--- src/rtl/uart_pkg.sv ---
// Shared UART constants: 12 MHz baud divisors and receiver state encoding.
// Defining FSMRX_PARITY_EN widens the state register and adds the PARITY state.
package uart_pkg;

  localparam int B115200 = 104;
  localparam int B57600  = 208;
  localparam int B9600   = 1250;
  localparam int B300    = 40000;

`ifdef FSMRX_PARITY_EN
  localparam int STATE_W = 3;
`else
  localparam int STATE_W = 2;
`endif

  localparam logic [STATE_W-1:0] ST_IDLE  = STATE_W'(0);
  localparam logic [STATE_W-1:0] ST_START = STATE_W'(1);
  localparam logic [STATE_W-1:0] ST_DATA  = STATE_W'(2);
  localparam logic [STATE_W-1:0] ST_STOP  = STATE_W'(3);
`ifdef FSMRX_PARITY_EN
  localparam logic [STATE_W-1:0] ST_PARITY = STATE_W'(4);
`endif

  typedef enum logic [STATE_W-1:0] {
    S_IDLE   = ST_IDLE,
    S_START  = ST_START,
    S_DATA   = ST_DATA,
`ifdef FSMRX_PARITY_EN
    S_PARITY = ST_PARITY,
`endif
    S_STOP   = ST_STOP
  } rx_state_e;

  // Even parity: the parity bit that makes the total count of ones even.
  function automatic logic even_parity(input logic [7:0] b);
    return ^b;
  endfunction

endpackage

--- src/rtl/fsmrx_rx_sync.sv ---
// Two-flop synchronizer for the asynchronous rx pin plus one delay stage
// used to detect the start-bit falling edge.
module rx_sync (
  input  logic clk,
  input  logic rstn,
  input  logic rx,
  output logic rx_s,
  output logic fall
);

  logic meta_q;
  logic sync_q;
  logic dly_q;

  // Reset to the idle-high line level so leaving reset never looks like an edge.
  always_ff @(posedge clk) begin
    if (!rstn) begin
      meta_q <= 1'b1;
      sync_q <= 1'b1;
      dly_q  <= 1'b1;
    end else begin
      meta_q <= rx;
      sync_q <= meta_q;
      dly_q  <= sync_q;
    end
  end

  assign rx_s = sync_q;
  assign fall = !sync_q && dly_q;

endmodule

--- src/rtl/fsmrx.sv ---
// UART receiver (8N1, or 8E1 when FSMRX_PARITY_EN is defined) with mid-bit
// sampling; data/rcv/ferr/perr are registered, busy mirrors the state.
module fsmrx
  import uart_pkg::*;
#(
  parameter int BAUD = B115200
) (
  input  logic               clk,
  input  logic               rstn,
  input  logic               rx,
  output logic [7:0]         data,
  output logic               rcv,
  output logic               ferr,
  output logic               perr,
  output logic               busy,
  output logic [STATE_W-1:0] dbg_state
);

  localparam int CW = $clog2(BAUD);
  localparam logic [CW-1:0] HALF_LD = CW'(BAUD / 2 - 1);
  localparam logic [CW-1:0] FULL_LD = CW'(BAUD - 1);

  // Valid/ready does not apply here: rcv is a fire-and-forget one-cycle
  // strobe and data holds its value until the next good frame.

  logic rx_s;
  logic fall;

  rx_sync u_sync (
    .clk  (clk),
    .rstn (rstn),
    .rx   (rx),
    .rx_s (rx_s),
    .fall (fall)
  );

  rx_state_e      state_q, state_d;
  logic [CW-1:0]  cnt_q,   cnt_d;
  logic [2:0]     bit_q,   bit_d;
  logic [7:0]     sh_q,    sh_d;
  logic [7:0]     data_q,  data_d;
  logic           rcv_q,   rcv_d;
  logic           ferr_q,  ferr_d;
`ifdef FSMRX_PARITY_EN
  logic           perr_q,    perr_d;
  logic           par_bad_q, par_bad_d;
`endif
  logic           tick;

  assign tick = (state_q != S_IDLE) && (cnt_q == '0);

  always_ff @(posedge clk) begin
    if (!rstn) begin
      state_q   <= S_IDLE;
      cnt_q     <= '0;
      bit_q     <= '0;
      sh_q      <= '0;
      data_q    <= '0;
      rcv_q     <= 1'b0;
      ferr_q    <= 1'b0;
`ifdef FSMRX_PARITY_EN
      perr_q    <= 1'b0;
      par_bad_q <= 1'b0;
`endif
    end else begin
      state_q   <= state_d;
      cnt_q     <= cnt_d;
      bit_q     <= bit_d;
      sh_q      <= sh_d;
      data_q    <= data_d;
      rcv_q     <= rcv_d;
      ferr_q    <= ferr_d;
`ifdef FSMRX_PARITY_EN
      perr_q    <= perr_d;
      par_bad_q <= par_bad_d;
`endif
    end
  end

  always_comb begin
    state_d   = state_q;
    cnt_d     = (state_q != S_IDLE && cnt_q != '0) ? cnt_q - CW'(1) : cnt_q;
    bit_d     = bit_q;
    sh_d      = sh_q;
    data_d    = data_q;
    rcv_d     = 1'b0;
    ferr_d    = 1'b0;
`ifdef FSMRX_PARITY_EN
    perr_d    = 1'b0;
    par_bad_d = par_bad_q;
`endif
    case (state_q)
      S_IDLE: begin
        // Half-bit load puts every later sample in the middle of its bit.
        if (fall) begin
          cnt_d   = HALF_LD;
          state_d = S_START;
        end
      end
      S_START: begin
        if (tick) begin
          if (rx_s) begin
            state_d = S_IDLE;
          end else begin
            cnt_d   = FULL_LD;
            bit_d   = '0;
            state_d = S_DATA;
          end
        end
      end
      S_DATA: begin
        if (tick) begin
          sh_d  = {rx_s, sh_q[7:1]};
          bit_d = bit_q + 3'd1;
          cnt_d = FULL_LD;
          if (bit_q == 3'd7) begin
`ifdef FSMRX_PARITY_EN
            state_d = S_PARITY;
`else
            state_d = S_STOP;
`endif
          end
        end
      end
`ifdef FSMRX_PARITY_EN
      S_PARITY: begin
        if (tick) begin
          par_bad_d = (rx_s != even_parity(sh_q));
          cnt_d     = FULL_LD;
          state_d   = S_STOP;
        end
      end
`endif
      S_STOP: begin
        // Leave at mid-stop-bit so the next start edge has half a bit of margin.
        if (tick) begin
          state_d = S_IDLE;
`ifdef FSMRX_PARITY_EN
          perr_d = par_bad_q;
          if (rx_s && !par_bad_q) begin
            data_d = sh_q;
            rcv_d  = 1'b1;
          end
          if (!rx_s) begin
            ferr_d = 1'b1;
          end
`else
          if (rx_s) begin
            data_d = sh_q;
            rcv_d  = 1'b1;
          end else begin
            ferr_d = 1'b1;
          end
`endif
        end
      end
      default: begin
        state_d = S_IDLE;
      end
    endcase
  end

  assign data      = data_q;
  assign rcv       = rcv_q;
  assign ferr      = ferr_q;
`ifdef FSMRX_PARITY_EN
  assign perr      = perr_q;
`else
  assign perr      = 1'b0;
`endif
  assign busy      = (state_q != S_IDLE);
  assign dbg_state = state_q;

endmodule
--- config.mk ---
export PLATFORM = sky130hd
export DESIGN_NAME = fsmrx
export DESIGN_NICKNAME = d
export VERILOG_FILES = /design/src/rtl/uart_pkg.sv /design/src/rtl/fsmrx_rx_sync.sv /design/src/rtl/fsmrx.sv
export SDC_FILE = /design/constraint.sdc
export NUM_CORES = 1
export LEC_CHECK = 0
export CAP_MARGIN = 20
export CORE_MARGIN = 10
export CORE_UTILIZATION = 54
export CTS_CLUSTER_SIZE = 12
export DETAILED_ROUTE_END_ITERATION = 10
export GPL_TIMING_DRIVEN = 0
export PLACE_DENSITY = 0.85
export SLEW_MARGIN = 25
export SYNTH_ARGS = -nofsm -noshare
export SYNTH_HDL_FRONTEND = slang
export SYNTH_HIERARCHICAL = 1
export SYNTH_SLANG_ARGS = --single-unit
--- constraint.sdc ---
create_clock -name clk -period 2.6 [get_ports clk]
set_input_delay 0.52 -clock clk [delete_from_list [all_inputs] [get_ports clk]]
set_output_delay 0.52 -clock clk [all_outputs]
set_load 0.05 [all_outputs]
==> flow_summary.ini <==
[outcome]
status = finished clean

[timing]
drv_slew = 0
fmax_mhz = 415
period_minus_slack_ns = 2.41
setup_tns_ns = 0
timing.slew.headroom = 0.327
whs_ns = 0.426
tightest_slew_ns = 1.00
rsz0062_at_grt = false
hold_viol = 0
fin_skew_ns = 0.00399
setup_viol = 0
period_share = 0.927

[synth]
ys_warn_count = 6
async_flop_share = 0
synth_top_area_frac = 0.453
synth_edf_count = 0
synthCells = 159
synth_area_sq_um = 1460
syn_nets = 166
synth_seq_area_share = 0.453
synth_area_leaders = dfxtp_1 (45%), mux2i_1 (7.5%), nor2_1 (4.9%)
yosys.area.top_type = dfxtp_1
avgSynthCellArea_sq_um = 9.18
synth-seq-cells = 33
ys.flop_type = dfxtp_1
yosysUniqueCellTypes = 40

[critical_path]
worst_setup_path_end_kind = output pin
start_kind = flop
arrival_ns = 1.89
path_class = flop to output pin
crit_fanout = 10
required_ns = 2.08

[cells_and_area]
utilization = 0.676
antenna_cells = 0
nets = 188
mostFrequentLayoutCell = dfxtp_1
syn2layout_area_growth_pct = 16.9
final_cell_mix = dfxtp_1 (33), nor2_1 (19), clkdlybuf4s50_1 (15)
drive_gt1_frac = 0.110

[grt]
grt_overflow_total = 0
grt_use_total = 0.131
grt_pass1_vias = 1257
antenna_found_initial = 0
grt_first_pass_wirelength_um = 5610
grt_max_degree = 11

[placement]
hpwl_um = 2310
io_buffers = 15
gp_congestion = 0.803

[clock_tree]
clk_latency_ns = 0.34
cts_resized = 0
ctsRootBufferMaster = clkbuf_4
postCtsSetupBuffers = 0
clkSinkCount = 33
cts_buffers = 5
clockBufferDepth = 2
path_clk_slew_ns = 0.10
htreeDepth = 2
cts_tree = done
postCtsHoldBufs = 0

[drt]
drtAntennaViolNets = 0
drc = 0
dr_total_vias = 1210
drt_first_pass_iters = 4
vias_per_cell = 5.73
routed_wl_um = 3210
wl_per_cell_um = 15.2
drt-initial-drc-count = 129

[die]
start_util = 0.578
pin_count = 17
fp.coreArea_sq_um = 2520
dieArea_sq_um = 5180
dieWidth_um = 72.0
die_y_um = 72.0
fp-row-count = 18

[power]
p_leak_nw = 0.648
power_w = 0.00101
ir_worst_vdd_mv = 0.520
power_density_nw_per_um2 = 590

[worst_hold_path]
holdCritPathClass = flop to flop

[flow_run]
maxCapViolations = 0
worst paths after layout:
kind                            slack [ns]  cells after the start     endpoint           from
worst min register to register        0.43                      1  u_sync/rx_s  u_sync/meta_q
worst min-delay path                  0.43                      1  u_sync/rx_s  u_sync/meta_q
worst max register to register        0.33                      4     cnt_q[3]       cnt_q[2]
worst max-delay path                  0.19                      4         busy           flop
layer usage:
metal,track usage,routed length [um],up-vias
met5,0,0,-
met4,0.0366,41,0
met3,0.0653,214,6
met2,0.225,1570,34
met1,0.138,1380,576
li1,-,-,594
critical path: stages (launching register included):
cell and delay (ns):
dfxtp_1 0.35, buf_4 0.17, nor2_1 0.21, inv_1 0.11
clkdlybuf4s50_1 0.71
metrics by stage:
step / cell area [sq um] / setup WS (ns) / cells
after floorplan: 1460 / 0.666 / 159
after global placement: 1650 / 0.210 / 204
after detailed placement: 1650 / 0.190 / 204
after CTS: 1710 / 0.185 / 211
after global routing: 1710 / 0.0981 / 211
final: 1710 / 0.190 / 211
synth_stat cells (all sizes together) (4+ instances only):
| cell type | n |
|---|---|
| inv | 6 |
| ha | 4 |
| nor2 | 19 |
| nand2 | 11 |
| dfxtp | 33 |
| a21oi | 12 |
| nor2b | 5 |
| nand3 | 9 |
| mux2i | 11 |
| and3 | 4 |
| buf | 5 |
report_power, final:
part / leakage [nW] / internal [W] / switching [W]
combinational: 0.350 / 0.0000656 / 0.000103
sequential: 0.267 / 0.000520 / 0.0000154
clock: 0.0303 / 0.000126 / 0.000176
total: 0.648 / 0.000712 / 0.000295
final cells by class:
type / instances / area, sq um
Buffer: 8 / 60.1
Clock buffer: 6 / 51.3
Clock inverter: 1 / 7.51
Fill cell: 210 / 817
Inverter: 6 / 22.5
Multi-Input combinational cell: 112 / 716
Sequential cell: 33 / 661
Tap cell: 30 / 37.5
Timing Repair Buffer: 15 / 150
kinds of logic (layout without fill, tap and decap cells):
family                     count (synthesis)  count (layout)  synth area share
DFF                                       33              33             0.453
buffers and inverters                     14              36            0.0566
AOI/OAI and AO/OA                         27              27             0.115
adders and majority gates                  4               4            0.0343
muxes                                     13              13            0.0909
and+or+nand+nor                           65              65             0.236
other                                      1               1           0.00257
xor gates and xnor gates                   2               2            0.0120
registers in the layout, summed over array words and instances (netlist names), named ones only:
register       flops
u_sync/meta_q      1
dbg_state          1
data               8
u_sync/dly_q       1
u_sync/rx_s        1
ferr               1
sh_q               8
rcv                1
bit_q              3
cnt_q              7
Note: power is estimated with default switching activity, not from simulation.
